===== config.mk =====
export PLATFORM = sky130hd
export DESIGN_NAME = pipe_ctrl_unit
export DESIGN_NICKNAME = d
export VERILOG_FILES = /design/src/rtl/cpu_defs_pkg.sv /design/src/rtl/pipe_ctrl_unit_stall_mask_gen.sv /design/src/rtl/pipe_ctrl_unit.sv
export SDC_FILE = /design/constraint.sdc
export NUM_CORES = 1
export LEC_CHECK = 0
export ABC_AREA = 1
export CAP_MARGIN = 20
export CORE_AREA = 2 2 110 112
export CTS_CLUSTER_SIZE = 24
export DETAILED_ROUTE_END_ITERATION = 10
export DIE_AREA = 0 0 112 114
export PLACE_DENSITY = 0.78
export SLEW_MARGIN = 20
export SYNTH_ARGS = -nofsm -noshare
export SYNTH_HDL_FRONTEND = slang
export SYNTH_HIERARCHICAL = 1
export SYNTH_SLANG_ARGS = --single-unit

===== constraint.sdc =====
create_clock -name clk -period 1.64 [get_ports clk]
set_input_delay 0.41 -clock clk [delete_from_list [all_inputs] [get_ports clk]]
set_output_delay 0.41 -clock clk [all_outputs]
set_load 0.1 [all_outputs]

===== src/rtl/cpu_defs_pkg.sv =====
// Shared definitions for the in-order MIPS core pipeline control:
// the control state encoding and the default address/vector constants.
package cpu_defs;

  localparam int          CPU_ADDR_W  = 32;
  localparam logic [31:0] CPU_EXC_VEC = 32'h0000_0020;

  typedef enum logic [0:0] {
    RUN   = 1'b0,
    FLUSH = 1'b1
  } state_e;

endpackage


===== src/rtl/pipe_ctrl_unit_stall_mask_gen.sv =====
// Priority-prefix stall mask: the highest stalling stage freezes itself
// and every stage in front of it, down to the PC.
module stall_mask_gen
  import cpu_defs::*;
#(
  parameter int NSTAGE = 6
) (
  input  logic [NSTAGE-1:0] stall_req,
  output logic [NSTAGE-1:0] stall_mask
);

  // Bit i is held whenever any stage at or beyond i asks to stall.
  genvar gi;
  generate
    for (gi = 0; gi < NSTAGE; gi++) begin : g_bit
      assign stall_mask[gi] = |stall_req[NSTAGE-1:gi];
    end
  endgenerate

endmodule


===== src/rtl/pipe_ctrl_unit.sv =====
// Pipeline control for the in-order MIPS core: stall mask, exception/ERET
// flush and redirect sequencing, EPC capture, stall watchdog and stall counter.
module pipe_ctrl_unit
  import cpu_defs::*;
#(
  parameter int          NSTAGE    = 6,
  parameter int          ADDR_W    = CPU_ADDR_W,
  parameter logic [31:0] EXC_VEC   = CPU_EXC_VEC,
  parameter int          FLUSH_CYC = 1,
  parameter int          WDOG_MAX  = 255,
  parameter int          CNT_W     = 32
) (
  input  logic              clk,
  input  logic              reset,
  input  logic [NSTAGE-1:0] stall_req,
  input  logic              exc_valid,
  input  logic              exc_is_eret,
  input  logic [ADDR_W-1:0] exc_epc,
  output logic [NSTAGE-1:0] stall_en,
  output logic              flush,
  output logic [ADDR_W-1:0] new_pc,
  output logic              new_pc_valid,
  output logic [ADDR_W-1:0] epc,
  output logic              stall_timeout,
  output logic [CNT_W-1:0]  stall_cnt
);

  localparam int FC_W = $clog2(FLUSH_CYC + 1);
  localparam int WD_W = $clog2(WDOG_MAX + 1);

  localparam logic [FC_W-1:0]   FC_LOAD = FC_W'(FLUSH_CYC - 1);
  localparam logic [WD_W-1:0]   WD_TOP  = WD_W'(WDOG_MAX);
  localparam logic [WD_W-1:0]   WD_LAST = WD_W'(WDOG_MAX - 1);
  localparam logic [CNT_W-1:0]  CNT_TOP = '1;
  localparam logic [ADDR_W-1:0] EXC_PC  = ADDR_W'(EXC_VEC);

  state_e            state_reg;
  logic [FC_W-1:0]   flush_cnt_reg;
  logic [WD_W-1:0]   wd_reg;
  logic [ADDR_W-1:0] new_pc_reg;
  logic [ADDR_W-1:0] epc_reg;
  logic              new_pc_valid_reg;
  logic              timeout_reg;
  logic [CNT_W-1:0]  stall_cnt_reg;

  logic [NSTAGE-1:0] stall_mask;
  logic              in_run;
  logic              accept;
  logic              count_stall;

  stall_mask_gen #(
    .NSTAGE(NSTAGE)
  ) u_mask (
    .stall_req (stall_req),
    .stall_mask(stall_mask)
  );

  assign in_run   = (state_reg == RUN);
  assign stall_en = (in_run && !reset) ? stall_mask : '0;
  assign accept   = in_run && exc_valid;

  // An accepted exception outranks a coincident stall for the counters,
  // even though stall_en still shows the request on that cycle.
  assign count_stall = (|stall_en) && !accept;

  always_ff @(posedge clk) begin
    if (reset) begin
      state_reg        <= RUN;
      flush_cnt_reg    <= '0;
      new_pc_valid_reg <= 1'b0;
      new_pc_reg       <= '0;
      epc_reg          <= '0;
    end else begin
      case (state_reg)
        RUN: begin
          new_pc_valid_reg <= 1'b0;
          if (exc_valid) begin
            state_reg        <= FLUSH;
            flush_cnt_reg    <= FC_LOAD;
            new_pc_valid_reg <= 1'b1;
            // ERET returns to the EPC saved before this event, not exc_epc.
            if (exc_is_eret) begin
              new_pc_reg <= epc_reg;
            end else begin
              new_pc_reg <= EXC_PC;
              epc_reg    <= exc_epc;
            end
          end
        end
        FLUSH: begin
          new_pc_valid_reg <= 1'b0;
          if (flush_cnt_reg == '0) begin
            state_reg <= RUN;
          end else begin
            flush_cnt_reg <= flush_cnt_reg - 1'b1;
          end
        end
        default: begin
          state_reg        <= RUN;
          new_pc_valid_reg <= 1'b0;
        end
      endcase
    end
  end

  // Watchdog: counts consecutive stalled RUN cycles; the flag is sticky.
  always_ff @(posedge clk) begin
    if (reset) begin
      wd_reg      <= '0;
      timeout_reg <= 1'b0;
    end else if (count_stall) begin
      if (wd_reg != WD_TOP) begin
        wd_reg <= wd_reg + 1'b1;
      end
      if (wd_reg >= WD_LAST) begin
        timeout_reg <= 1'b1;
      end
    end else begin
      wd_reg <= '0;
    end
  end

  always_ff @(posedge clk) begin
    if (reset) begin
      stall_cnt_reg <= '0;
    end else if (count_stall && (stall_cnt_reg != CNT_TOP)) begin
      stall_cnt_reg <= stall_cnt_reg + 1'b1;
    end
  end

  assign flush         = (state_reg == FLUSH);
  assign new_pc        = new_pc_reg;
  assign new_pc_valid  = new_pc_valid_reg;
  assign epc           = epc_reg;
  assign stall_timeout = timeout_reg;
  assign stall_cnt     = stall_cnt_reg;

endmodule

==> results.md <==
| Step | Quantity | Value |
| --- | --- | --- |
| worst setup path | Launching element type of the critical path | flop |
| layout | Non-filler instance count after layout | 1050 |
| status | Violations in the final reports | setup timing |
| sta | Final worst-path setup slack | -55.9 ps |
| grt | Combined global-route utilization of all metal layers | 24.5% |
| sta | Tightest Pin Transition | 454 ps |
| place | Count of input and output buffers | 146 |
| place | Routability-driven placement congestion ratio | 0.863 |
| floorplan | Die Area | 12800 sq um |
| floorplan | Core area | 11700 sq um |
| layout | Diodes inserted | 0 |
| sta | Final Hold Vio Count | 0 |
| detailed routing | Final ANT Viol Nets | 0 |
| logic synthesis | Part of the Yosys area used for sequential elements | 43.3% |
| sta | Unrepaired setup endpoints after global routing | true |
| detailed routing | Total via count in the routed design | 5346 |
| floorplan | Effective utilization at floorplan | 41.9% |
| clock network | TritonCTS Sinks | 106 |
| sta | Final setup skew | 10.6 ps |
| power and ir drop | Peak supply drop | 0.593 mV |
| logic synthesis | Number of nets produced by synthesis | 756 |
| grt | Global-route wire length before repair | 25100 um |
| logic synthesis | Netlist area before placement | 4900 sq um |
| sta | Worst slew margin relative to its limit | 69.8% |
| floorplan | Top-Level Pins | 147 |
| layout | Highest-count cells in the layout ignoring fill and taps | 188 x sky130_fd_sc_hd__nand2_1, 109 x sky130_fd_sc_hd__buf_12, 79 x sky130_fd_sc_hd__a21oi_1 |
| layout | # nets final | 943 |
| grt | Congestion Overflow GR | 0 |
| power and ir drop | Static leakage power | 3.38 nW |
| logic synthesis | Area share of the leading cell type in the synthesized netlist | 43.3% |
| sta | Fmax | 590 MHz |
| layout | Commonest non-fill, non-tap cell in the layout | sky130_fd_sc_hd__nand2_1 |
| sta | Ratio of final minimum period to clock period | 103% |
| clock network | H-tree levels | 3 |
| sta | Final Slew Violations | 0 |
| floorplan | Die height | 114 um |
| floorplan | Standard-cell row count | 40 |
| place | DP HPWL | 11200 um |
| layout | Layout cell share with drive strength beyond 1 | 31.1% |
| clock network | Root buffer selected by CTS | sky130_fd_sc_hd__clkbuf_16 |
| worst setup path | Capturing element type of the critical path | primary output |
| sta | Final hold slack | 499 ps |
| clock network | CTS tree | built |
| detailed routing | Residual DRC | 0 |
| hold path | Tightest Hold Check Type | flop to flop |
| detailed routing | DR vias/cell | 5.09 |
| detailed routing | Starting DRT DRC Count | 384 |
| clock network | Clock buffer depth | 2 |
| floorplan | Die Span X | 112 um |
| logic synthesis | Synth cell types | 32 |
| detailed routing | Initial DRT Pass Iterations | 5 |
| logic synthesis | Average cell area after synthesis | 6.89 sq um |
| logic synthesis | Biggest area consumer among synthesized cells | sky130_fd_sc_hd__dfxtp_1 |
| sta | Number of endpoints failing setup at the final stage | 6 |
| grt | Antenna violations before repair | 0 |
| detailed routing | Average routed wire per standard cell | 15.0 um |
| logic synthesis | Warning count from the yosys run | 6 |
| logic synthesis | Synth Register Bits | 106 |
| clock network | Worst skew pair latency | 350 ps |
| clock network | Worst-path clk slew | 80 ps |
| layout | Area growth from synthesis to layout | 74.6% |
| clock network | Inserted Clock Buffers | 9 |
| logic synthesis | Post-synthesis instance total | 711 |
| worst setup path | Critical path fanouts, max | 7 |
| place | Placed insts | 1026 |
| worst setup path | Data arrival time of the critical path | 1290 ps |
| grt | Largest net degree at the start of global routing | 35 |
| layout | FILL cells | 790 |
| power and ir drop | Cell Pwr Density | 817 nW/um^2 |
| sta | Minimum clock period | 1700 ps |
| worst setup path | Worst EP required | 1230 ps |
| detailed routing | Final wirelength | 15800 um |
| grt | Vias in the first global route | 5329 |
| status | Run status | finished, violations left |
| worst setup path | Start-to-end type of the worst setup path | flop to primary output |
| run | Maxcap violations | 0 |
| logic synthesis | Ranking of synthesized cells by area | sky130_fd_sc_hd__dfxtp_1 43%, sky130_fd_sc_hd__nand2_1 15%, sky130_fd_sc_hd__a21oi_1 9.1% |
-- layout make-up --
| type | instances | area [sq um] | area share [%] |
|---|---|---|---|
| Inverter | 75 | 294 | 3.44 |
| Clock inverter | 6 | 65.1 | 0.760 |
| Clock buffer | 10 | 250 | 2.92 |
| Tap cell | 147 | 184 | 2.15 |
| Multi-Input combinational cell | 495 | 2490 | 29.1 |
| Timing Repair Buffer | 211 | 3060 | 35.8 |
| Sequential cell | 106 | 2210 | 25.8 |
-- worst max-delay path, cell delays in order (launching register included) --
cell and delay [ps]:
sky130_fd_sc_hd__dfxtp_4 360, sky130_fd_sc_hd__nor2_4 100, sky130_fd_sc_hd__buf_6 140, sky130_fd_sc_hd__inv_12 50, sky130_fd_sc_hd__nor2_4 100, sky130_fd_sc_hd__buf_12 180
-- final timing paths --
check,from,to,slack (ps),cells after the start
setup / recovery,flush,stall_en[4],-60,5
hold / removal,epc[16],epc[16],500,2
setup reg to reg,flush,stall_cnt[17],10,11
hold reg to reg,epc[16],epc[16],500,2
-- cell usage after synthesis, drive strengths merged --
cell and count:
inv 75, a31oi 3, nor2 79, a311oi 1, clkbuf 25, nand2 196, dfxtp 106, o31ai 1
nand3 53, ha 3, nor2b 1, a21oi 89, o21ai 40, xnor2 6, nor3 2, nor3b 1
buf 11, nand4 1, or2 4, xor2 12, nand3b 2
-- report_power, final --
part | internal, W | switching [W] | leakage (nW)
clock | 0.00117 | 0.00109 | 0.155
combinational | 0.000707 | 0.00122 | 2.34
sequential | 0.00266 | 0.000141 | 0.884
total | 0.00454 | 0.00245 | 3.38
-- through the flow --
step	util, %	cell area, sq um	power [W]	setup TNS (ps)	setup slack [ps]
4_1_cts	72.3	8460	0.00699	-260	-50.5
3_5_place_dp	68.9	8070	0.00473	-37430	-613
2_1_floorplan	-	5070	0.00394	-3670	-183
6_report	73.1	8560	0.00699	-291	-55.9
3_3_place_gp	68.9	8070	0.00470	-34630	-555
5_1_grt	73.1	8560	0.00722	-1960	-117
-- logic make-up after synthesis --
group	after synthesis	share of synthesized area, %
adder cells (fa/ha/maj)	3	0.766
buffers and inverters	111	9.24
AO/OA/AOI/OAI	134	13.9
XOR/XNOR	18	3.22
AND/OR/NAND/NOR	339	29.6
flip-flops	106	43.3
-- routing by layer --
metal / vias up / routed length (um) / global-route usage, %
met1: 2477 / 5870 / 26.3
met2: 215 / 7810 / 43.1
li1: 2631 / - / -
met5: - / 0 / 0
met4: 0 / 361 / 9.51
met3: 23 / 1710 / 10.4
-- what timing repair did --
action,4_1_cts,5_1_grt
setup endpoints to repair,69,49
gates resized for setup,35,33
buffers inserted,6,1
hold buffers,0,0
pin swaps,9,2
cloned,0,2
No activity file was read; power rests on OpenSTA's default activity.
